<file path="src/rtl/ifu_fetch_ctrl.sv">
// ifu_fetch_ctrl: drives a one-cycle-latency instruction SRAM and hands fetched instructions to decode via valid/ready
module ifu_fetch_ctrl #(
  parameter logic [31:0] RESET_PC = 32'h8000_0000
) (
  input  logic        clk_i,
  input  logic        rst_i,
  output logic        imem_ren_o,
  output logic [31:0] imem_addr_o,
  input  logic [31:0] imem_rdata_i,
  output logic        if_valid_o,
  input  logic        if_ready_i,
  output logic [31:0] if_pc_o,
  output logic [31:0] if_inst_o,
  input  logic        redirect_valid_i,
  input  logic [31:0] redirect_pc_i,
  input  logic        halt_i,
  output logic        fault_o,
  output logic [31:0] fault_pc_o
);
  typedef enum logic [1:0] {IDLE, RUN, HALT, FAULT} state_t;
  state_t state_q, state_d;
  logic [31:0] pc_q, pc_d, rsp_pc_q, rsp_pc_d, fault_pc_q, fault_pc_d;
  logic rsp_valid_q, rsp_valid_d, fault_q, fault_d;
  logic xfer, misalign, issue;
  assign if_valid_o = rsp_valid_q && !redirect_valid_i;
  assign xfer = if_valid_o && if_ready_i;
  assign misalign = redirect_valid_i && |redirect_pc_i[1:0];
  assign issue = redirect_valid_i || !rsp_valid_q || if_ready_i;
  assign if_pc_o = rsp_pc_q;
  assign if_inst_o = imem_rdata_i;
  assign fault_o = fault_q;
  assign fault_pc_o = fault_pc_q;
  always_comb begin
    state_d = state_q;
    pc_d = pc_q;
    rsp_valid_d = rsp_valid_q;
    rsp_pc_d = rsp_pc_q;
    fault_d = fault_q;
    fault_pc_d = fault_pc_q;
    imem_ren_o = 1'b0;
    imem_addr_o = pc_q;
    case (state_q)
      IDLE: state_d = RUN;
      RUN: begin
        if (misalign) begin
          state_d = FAULT;
          fault_d = 1'b1;
          fault_pc_d = redirect_pc_i;
          rsp_valid_d = 1'b0;
        end else if (halt_i) begin
          state_d = HALT;
          rsp_valid_d = rsp_valid_q && !xfer;
        end else begin
          imem_addr_o = redirect_valid_i ? redirect_pc_i : pc_q;
          imem_ren_o = issue;
          if (issue) begin
            pc_d = imem_addr_o + 32'd4;
            rsp_pc_d = imem_addr_o;
            rsp_valid_d = 1'b1;
          end
        end
      end
      HALT: rsp_valid_d = rsp_valid_q && !xfer;
      default: rsp_valid_d = 1'b0;
    endcase
  end
  always_ff @(posedge clk_i) begin
    if (rst_i) begin
      state_q <= IDLE;
      pc_q <= RESET_PC;
      rsp_valid_q <= 1'b0;
      rsp_pc_q <= '0;
      fault_q <= 1'b0;
      fault_pc_q <= '0;
    end else begin
      state_q <= state_d;
      pc_q <= pc_d;
      rsp_valid_q <= rsp_valid_d;
      rsp_pc_q <= rsp_pc_d;
      fault_q <= fault_d;
      fault_pc_q <= fault_pc_d;
    end
  end
endmodule

</file>
<file path="config.mk">
export PLATFORM = sky130hd
export DESIGN_NAME = ifu_fetch_ctrl
export DESIGN_NICKNAME = d
export VERILOG_FILES = /design/src/rtl/ifu_fetch_ctrl.sv
export SDC_FILE = /design/constraint.sdc
export NUM_CORES = 1
export LEC_CHECK = 0
export CORE_ASPECT_RATIO = 0.75
export CORE_MARGIN = 4
export CORE_UTILIZATION = 30
export CTS_CLUSTER_DIAMETER = 60
export CTS_CLUSTER_SIZE = 25
export DETAILED_ROUTE_END_ITERATION = 12
export HOLD_SLACK_MARGIN = 0.12
export SYNTH_ARGS = -nofsm -noshare
export SYNTH_HDL_FRONTEND = slang
export SYNTH_SLANG_ARGS = --single-unit
</file>
<file path="constraint.sdc">
create_clock -name clk_i -period 5.5 [get_ports clk_i]
set_input_delay 0.825 -clock clk_i [delete_from_list [all_inputs] [get_ports clk_i]]
set_output_delay 0.825 -clock clk_i [all_outputs]
set_load 0.02 [all_outputs]
</file>
==> results of run 1 <==
-- layer usage --
layer,vias up,track usage,share of wire
li1,2735,-,-
met1,2612,0.296,0.53
met3,12,0.0516,0.078
met2,192,0.242,0.39
met4,0,0.0381,0.0082
met5,-,0,0
-- power breakdown --
| part | internal, mW | switching, mW | leakage [nW] |
|---|---|---|---|
| Sequential | 0.756 | 0.0343 | 0.796 |
| Clock | 0.369 | 0.306 | 0.142 |
| Combinational | 0.181 | 0.263 | 1.59 |
| Total | 1.30 | 0.603 | 2.53 |
-- sequential cells by signal, summed over array words and instances (netlist names) --
register / flops
fault_pc_o: 32
fault_o: 1
state_q: 2
if_pc_o: 30
rsp_valid_q: 1
pc_q: 32
-- synth_stat cells (5+ instances only) --
master,count
a21oi_1,61
inv_1,7
o311ai_1,6
nor3_1,18
o2111ai_1,5
buf_2,16
nand2_1,156
mux2_2,10
nor2b_1,5
buf_4,38
a22oi_1,5
and3_1,6
nand3b_1,10
a31oi_1,8
nand3_1,43
nor2_1,45
a211oi_1,23
clkbuf_1,28
dfxtp_1,98
o21ai_0,39
nand4_1,9
mux2i_1,27
nand2b_1,5
-- cell families (layout without fill, tap and decap cells) --
kind of cell / count (synthesis) / after routing
XOR/XNOR: 2 / 2
adder cells (fa/ha/maj): 4 / 4
multiplexers: 39 / 39
buffers and inverters: 94 / 173
flip-flops: 98 / 98
AO/OA/AOI/OAI: 180 / 180
AND/OR/NAND/NOR: 316 / 316
-- worst reg2reg max path, stage by stage, from the launching register on --
cell,delay [ns]
dfxtp_1,0.33
inv_1,0.07
ha_1,0.39
nand2b_1,0.21
or3_1,0.45
inv_2,0.10
buf_4,0.63
mux2_2,0.47
mux2i_1,0.12
nor2_1,0.05
-- layout make-up --
type	count	share of cell area
multi-input cells	541	0.433
flip-flops and latches	98	0.275
repair buffers	148	0.202
well taps	242	0.0424
clock buffers	11	0.0340
clock inverters	5	0.00876
inverters	9	0.00473
-- stage by stage --
step	total power [mW]	instance area, um^2	util	hold slack (ns)	cells
3_3_place_gp	1.25	6840	0.381	0.442	1038
6_report	1.91	7140	0.398	0.456	1054
4_1_cts	1.93	7140	0.398	0.459	1054
3_5_place_dp	1.25	6840	0.381	0.448	1038
5_1_grt	2.00	7140	0.398	0.483	1054
2_1_floorplan	1.08	5570	-	0.447	733
-- worst paths after layout --
path / start / endpoint / slack, ns
hold / removal: fault_pc_o[1]$_SDFFE_PP0P_ / fault_pc_o[1]$_SDFFE_PP0P_ / 0.46
setup / recovery: redirect_pc_i[0] / imem_addr_o[31] / 1.08
hold reg to reg: fault_pc_o[1]$_SDFFE_PP0P_ / fault_pc_o[1]$_SDFFE_PP0P_ / 0.46
setup reg to reg: state_q[1]$_SDFFE_PP0P_ / pc_q[18]$_SDFFE_PP0P_ / 2.57
==> run_results.csv, run 1 <==
group,metric,value,unit
status,status,"completed",
finish,multi_input_area,3090,um^2
finish,drive_above_1_share,0.0616,
critical_path,cp.required,4.68,ns
min_path,min_path_cells,2,
finish,mostFrequentLayoutCells,"nand2_1, clkdlybuf4s50_1, dfxtp_1, a21oi_1, nor2_1",
critical_path,crit_top_cell,"clkdlybuf4s50_1",
critical_path,slowest_delay,0.70,ns
clock_network,cts_buffer_depth,2,
critical_path,crit_type,"primary input to output port",
clock_network,cts_made_buffers,9,
critical_path,crit_path_top_delay_cell,"nand2_1",
floorplanning,die_w,165,um
synthesis,synth_top_family_by_area,"simple AND/OR/NAND/NOR gates",
sta,slew_viol_final,0,
sta,period_share,0.805,
grt,grt_pass1_wl,30200,um
clock_network,cts_tree,"done",
place,place_congestion,0.840,
synthesis,syn_nets,806,
sta,max_freq,0.226,GHz
floorplanning,core,17900,um^2
sta,layout_setup_ws,1.08,ns
synthesis,ys_ff_latch,98,
drt,drt_iter0_drc,516,
finish,final_common_cell,"nand2_1",
grt,grt-ovfl-total,0,
drt,drt_wl_total,19400,um
sta,finalHoldViolations,0,
clock_network,post_cts_buffers,0,
floorplanning,die_h,126,um
clock_network,clock_sinks,98,
synthesis,synth-adder-area-share,0.00899,
synthesis,yosysSeqAreaShare,0.353,
synthesis,ys_async_sr_fraction,0,
sta,skew,0.00682,ns
clock_network,clkLatencyLatePin,0.36,ns
sta,tns,0,ns
sta,rsz0062_at_grt,"no",
synthesis,syn-cell-area,5570,um^2
synthesis,synthMuxAreaShare,0.0728,
synthesis,synth_cell_types,60,
synthesis,synth_ff_type,"dfxtp_1",
drt,vias,5551,
synthesis,synth_compound_area_frac,0.205,
synthesis,ys_top_cells_by_area,"dfxtp_1, nand2_1, a21oi_1, buf_4, mux2i_1",
floorplanning,io_pins,200,
synthesis,syn_avg_cell_area,7.59,um^2
synthesis,netlist_instances,733,
critical_path,path_cells,"clkdlybuf4s50_1 > nor4b_1 > nand2_1 > mux2_2 > clkdlybuf4s50_1",
pwr,ir_drop,0.000120,V
critical_path,crit_fanout,23,
critical_path,startpoint_type,"primary input",
floorplanning,dieArea,20800,um^2
pwr,leakage,2.53,nW
critical_path,reg2reg_depth,9,
synthesis,synth_simple_gate_area_frac,0.265,
place,dp_hpwl,13700,um
critical_path,crit_family,"simple AND/OR/NAND/NOR gates",
clock_network,clk_pin_slew_worst_paths,0.07,ns
place,portBuffers,135,
synthesis,yosys_warnings,0,
synthesis,yosys.area.top_type_share,0.353,
finish,layout.area.seq,1960,um^2
grt,antenna_found_initial,0,
critical_path,critPathBufInv,2,
drt,vias_per_cell,5.27,
finish,area_growth,28.3,%
floorplanning,initial_core_util,0.311,
min_path,worstHoldPathType,"register to register",
critical_path,worstSetupEndpointType,"output port",
sta,worst_pin_slew,0.983,ns
finish,nNetsFinal,880,
job,maxCapViolCount,0,
clock_network,htreeDepth,3,
synthesis,synth_top_area_cell,"dfxtp_1",
finish,fillers,1884,
drt,drc,0,
drt,ant_nets,0,
drt,firstDrtPassIters,5,
place,dp_slack,1.09,ns
grt,grt_max_degree,80,
pwr,powerDensity,267,nW/um^2
sta,slew_headroom,0.343,
synthesis,synth_edf_count,0,
grt,grt_usage,0.185,
grt,grt_pass1_vias,5151,
clock_network,ctsHoldBuffers,0,
synthesis,synth-xor-area-share,0.00315,
floorplanning,rows,42,
clock_network,cts_root_buf,"clkbuf_16",
finish,antennaDiodeCount,0,
critical_path,crit_cells,5,
clock_network,cts_resized,0,
sta,post-route-min-period,4.42,ns
sta,setup_viol,0,
drt,wl_per_cell,18.4,um
critical_path,crit_arrival,3.60,ns
(Power assumes the default switching activity.)
==> run 2, diff against run 1 <==
clock period = 3.9 ns   (was 5.5 ns; I/O delays follow)
==> run_results.csv, run 2 (synthesis gave the netlist of run 1 again) <==
group,metric,value,unit
floorplanning,die_w,165,um
finish,drive_above_1_share,0.0720,
critical_path,cp.required,3.31,ns
grt,grt_usage,0.180,
sta,post-route-min-period,3.36,ns
critical_path,crit_family,"buffers and inverters",
place,portBuffers,135,
sta,slew_headroom,0.334,
critical_path,crit_arrival,2.77,ns
critical_path,crit_type,"register to output port",
critical_path,path_cells,"ha_1 > nor4b_1 > buf_4 > nand2_1 > buf_4 > mux2_2 > clkdlybuf4s50_1",
drt,wl_per_cell,18.0,um
critical_path,crit_path_top_delay_cell,"clkdlybuf4s50_1",
clock_network,clock_sinks,98,
finish,nNetsFinal,888,
status,status,"completed",
sta,tns,0,ns
sta,rsz0062_at_grt,"no",
floorplanning,core,17900,um^2
drt,drt_wl_total,19100,um
finish,mostFrequentLayoutCells,"nand2_1, clkdlybuf4s50_1, dfxtp_1, a21oi_1, nor2_1",
place,post_dp_cell_area,6910,um^2
floorplanning,io_pins,200,
floorplanning,rows,42,
pwr,leakage,2.57,nW
clock_network,cts_root_buf,"clkbuf_16",
grt,grt_max_degree,58,
min_path,worstHoldPathType,"register to register",
clock_network,cts_made_buffers,9,
clock_network,cts_tree,"done",
pwr,pwr-share-clk,0.337,
pwr,seqPwrFrac,0.422,
pwr,combPwrFrac,0.241,
place,dp_hpwl,13800,um
clock_network,cts_resized,0,
finish,area_growth,29.3,%
grt,grt_pass1_vias,5007,
sta,skew,0.00901,ns
finish,fin_area,7190,um^2
sta,max_freq,0.298,GHz
drt,drt_iter0_drc,595,
critical_path,startpoint_type,"register",
clock_network,clkLatencyLatePin,0.36,ns
critical_path,slowest_delay,0.60,ns
clock_network,cts_buffer_depth,2,
sta,slew_viol_final,0,
grt,antenna_found_initial,0,
finish,multi_input_area,3090,um^2
drt,vias,5566,
pwr,internal-power,1.77,mW
sta,period_share,0.861,
critical_path,critPathBufInv,3,
finish,final_common_cell,"nand2_1",
clock_network,htreeDepth,3,
finish,final_cells,1062,
finish,antennaDiodeCount,0,
place,dp_slack,0.540,ns
sta,holdWs,0.454,ns
grt,grt-ovfl-total,0,
sta,worst_pin_slew,0.995,ns
critical_path,crit_fanout,23,
place,placed_cells,1046,
drt,ant_nets,0,
drt,firstDrtPassIters,5,
clock_network,clk_pin_slew_worst_paths,0.07,ns
pwr,powerDensity,366,nW/um^2
pwr,p_sw,0.862,mW
sta,setup_viol,0,
pwr,ir_drop,0.000188,V
job,maxCapViolCount,0,
clock_network,post_cts_buffers,0,
clock_network,ctsHoldBuffers,0,
finish,fillers,1879,
finish,layout.area.seq,1960,um^2
critical_path,worstSetupEndpointType,"output port",
floorplanning,initial_core_util,0.311,
floorplanning,dieArea,20800,um^2
pwr,power,2.63,mW
floorplanning,die_h,126,um
pwr,swShare,0.327,
place,place_congestion,0.870,
sta,finalHoldViolations,0,
finish,postLayoutCoreUtil,0.401,
drt,drc,0,
drt,vias_per_cell,5.24,
sta,layout_setup_ws,0.543,ns
critical_path,crit_top_cell,"buf_4",
grt,grt_pass1_wl,29800,um
==> run 2: final timing paths <==
path                                                   from                     endpoint  slack, ns  cells past startpoint
worst max-delay path                state_q[0]$_SDFFE_PP0P_              imem_addr_o[31]       0.54                      7
worst max register to register      state_q[0]$_SDFFE_PP0P_        pc_q[18]$_SDFFE_PP0P_       1.17                      8
worst min-delay path            fault_pc_o[20]$_SDFFE_PP0P_  fault_pc_o[20]$_SDFFE_PP0P_       0.45                      2
worst min register to register  fault_pc_o[20]$_SDFFE_PP0P_  fault_pc_o[20]$_SDFFE_PP0P_       0.45                      2
==> run 2: layout make-up <==
| class | instances | share of cell area |
|---|---|---|
| clock buffer | 9 | 0.0313 |
| clock inverter | 7 | 0.00852 |
| inverter | 9 | 0.00470 |
| multi-input combinational | 541 | 0.430 |
| sequential | 98 | 0.273 |
| tap | 242 | 0.0421 |
| timing repair buffer | 156 | 0.211 |
==> run 2: worst register-to-register path, cell delays in order (launching register included) <==
cell and delay, ns:
dfxtp_1 0.38, ha_1 0.40, nand2b_1 0.20, or3_1 0.45, inv_2 0.11, buf_4 0.45, mux2_2 0.44, mux2i_1 0.13
nor2_1 0.05
==> run 2: power groups by stage <==
stage	registers, mW	logic (mW)	clock network [mW]
2_1_floorplan	1.19	0.337	0
3_3_place_gp	1.13	0.635	0
3_5_place_dp	1.14	0.635	0
4_1_cts	1.11	0.637	0.915
5_1_grt	1.12	0.691	0.955
6_report	1.11	0.635	0.886
==> run 2: per-layer routing <==
metal  vias to the layer above  GRT usage  routed length [um]  share of wire
li1                       2754          -                   -              -
met1                      2574      0.292                9760           0.51
met2                       226      0.232                7280           0.38
met3                        12     0.0506                1890          0.099
met4                         0     0.0347                 176         0.0092
met5                         -          0                   0              0
==> run 3, diff against run 2 <==
RECOVER_POWER = 50   (was default)
==> run_results.csv, run 3 (synthesis gave the netlist of run 1 again) <==
group,metric,value,unit
pwr,powerDensity,364,nW/um^2
floorplanning,core,17900,um^2
sta,worst_pin_slew,2.77,ns
grt,grt_max_degree,58,
sta,layout_setup_ws,0.543,ns
finish,mostFrequentLayoutCells,"nand2_1, dfxtp_1, clkdlybuf4s50_1, dlygate4sd3_1, a21oi_1",
critical_path,slowest_delay,0.61,ns
critical_path,crit_fanout,23,
clock_network,cts_tree,"done",
floorplanning,dieArea,20800,um^2
floorplanning,rows,42,
job,maxCapViolCount,1,
grt,grt_usage,0.180,
sta,post-route-min-period,3.36,ns
critical_path,crit_top_cell,"buf_4",
clock_network,cts_resized,0,
status,violations,"max-capacitance violations, max-slew violations",
critical_path,path_cells,"ha_1 > nor4b_1 > buf_4 > nand2_1 > buf_4 > mux2_2 > clkdlybuf4s50_1",
place,dp_hpwl,13800,um
clock_network,clock_sinks,98,
place,portBuffers,135,
sta,slew_viol_final,58,
drt,drc,0,
floorplanning,initial_core_util,0.311,
grt,grt_pass1_wl,29800,um
place,place_congestion,0.870,
clock_network,clkLatencyLatePin,0.36,ns
critical_path,crit_arrival,2.77,ns
clock_network,cts_buffer_depth,2,
sta,tns,0,ns
min_path,worstHoldPathType,"register to register",
critical_path,crit_type,"register to output port",
clock_network,post_cts_buffers,0,
drt,vias_per_cell,5.26,
critical_path,startpoint_type,"register",
sta,rsz0062_at_grt,"no",
finish,antennaDiodeCount,0,
sta,setup_viol,0,
grt,antenna_found_initial,0,
sta,max_freq,0.298,GHz
critical_path,worstSetupEndpointType,"output port",
drt,firstDrtPassIters,5,
floorplanning,io_pins,200,
clock_network,cts_root_buf,"clkbuf_16",
sta,finalHoldViolations,0,
clock_network,ctsHoldBuffers,0,
pwr,ir_drop,0.000187,V
pwr,leakage,2.77,nW
sta,skew,0.0104,ns
floorplanning,die_h,126,um
finish,area_growth,29.1,%
drt,drt_wl_total,19000,um
critical_path,cp.required,3.31,ns
clock_network,htreeDepth,3,
drt,wl_per_cell,17.9,um
drt,ant_nets,0,
grt,grt_pass1_vias,5007,
finish,drive_above_1_share,0.0695,
drt,vias,5584,
grt,grt-ovfl-total,0,
finish,final_common_cell,"nand2_1",
clock_network,cts_made_buffers,9,
critical_path,crit_path_top_delay_cell,"clkdlybuf4s50_1",
clock_network,clk_pin_slew_worst_paths,0.07,ns
place,dp_slack,0.540,ns
sta,period_share,0.861,
finish,nNetsFinal,888,
floorplanning,die_w,165,um
status,status,"finished with violations",
sta,slew_headroom,-0.850,
drt,drt_iter0_drc,516,
==> run 3: changes by cell type in the layout (fill, tap and decap cells not counted), sizes merged <==
cell,change
clkdlybuf4s50,-65
dlygate4sd3,+65
buf,-2
clkbuf,+2
==> run 3: cell type report <==
class / count / area [um^2]
well taps: 242 / 303
clock inverters: 7 / 61.3
inverters: 9 / 33.8
fillers: 1882 / 10700
flip-flops and latches: 98 / 1960
repair buffers: 156 / 1510
clock buffers: 9 / 225
multi-input cells: 541 / 3090
==> run 3: final timing paths <==
check	start	to	slack, ns	cells after the start
worst min-delay path	fault_pc_o[20]$_SDFFE_PP0P_	fault_pc_o[20]$_SDFFE_PP0P_	0.45	2
worst min register to register	fault_pc_o[20]$_SDFFE_PP0P_	fault_pc_o[20]$_SDFFE_PP0P_	0.45	2
worst max-delay path	state_q[0]$_SDFFE_PP0P_	imem_addr_o[31]	0.54	7
worst max register to register	state_q[0]$_SDFFE_PP0P_	pc_q[5]$_SDFFE_PP0P_	1.17	8
==> run 3: critical path, delay by kind of cell, from the launching register on <==
family                     cells  cell delay (ns)
buffers and inverters          3             1.02
adders and majority gates      1             0.39
DFF                            1             0.38
and+or+nand+nor                2             0.34
muxes                          1             0.27
==> run 3: through the flow <==
step	hold slack, ns	std cells	instance area, um^2	power (mW)	util
after global placement	0.442	1046	6910	1.77	0.385
final	0.451	1062	7190	2.61	0.401
after CTS	0.455	1062	7190	2.66	0.401
after detailed placement	0.446	1046	6910	1.77	0.385
after global routing	0.474	1062	7190	2.75	0.401
after floorplan	0.447	733	5570	1.52	-
==> run 3: power breakdown <==
| part | leakage (nW) | internal [mW] | total, mW | switching, mW |
|---|---|---|---|---|
| sequential | 0.796 | 1.07 | 1.11 | 0.0450 |
| clock | 0.135 | 0.445 | 0.886 | 0.441 |
| combinational | 1.84 | 0.244 | 0.617 | 0.373 |
==> run 3: per-layer routing <==
layer  wire length (um)  share of wire  GRT usage
met5                  0              0          0
met4                188         0.0099     0.0347
met3               1940           0.10     0.0506
met2               7320           0.38      0.232
met1               9600           0.50      0.292
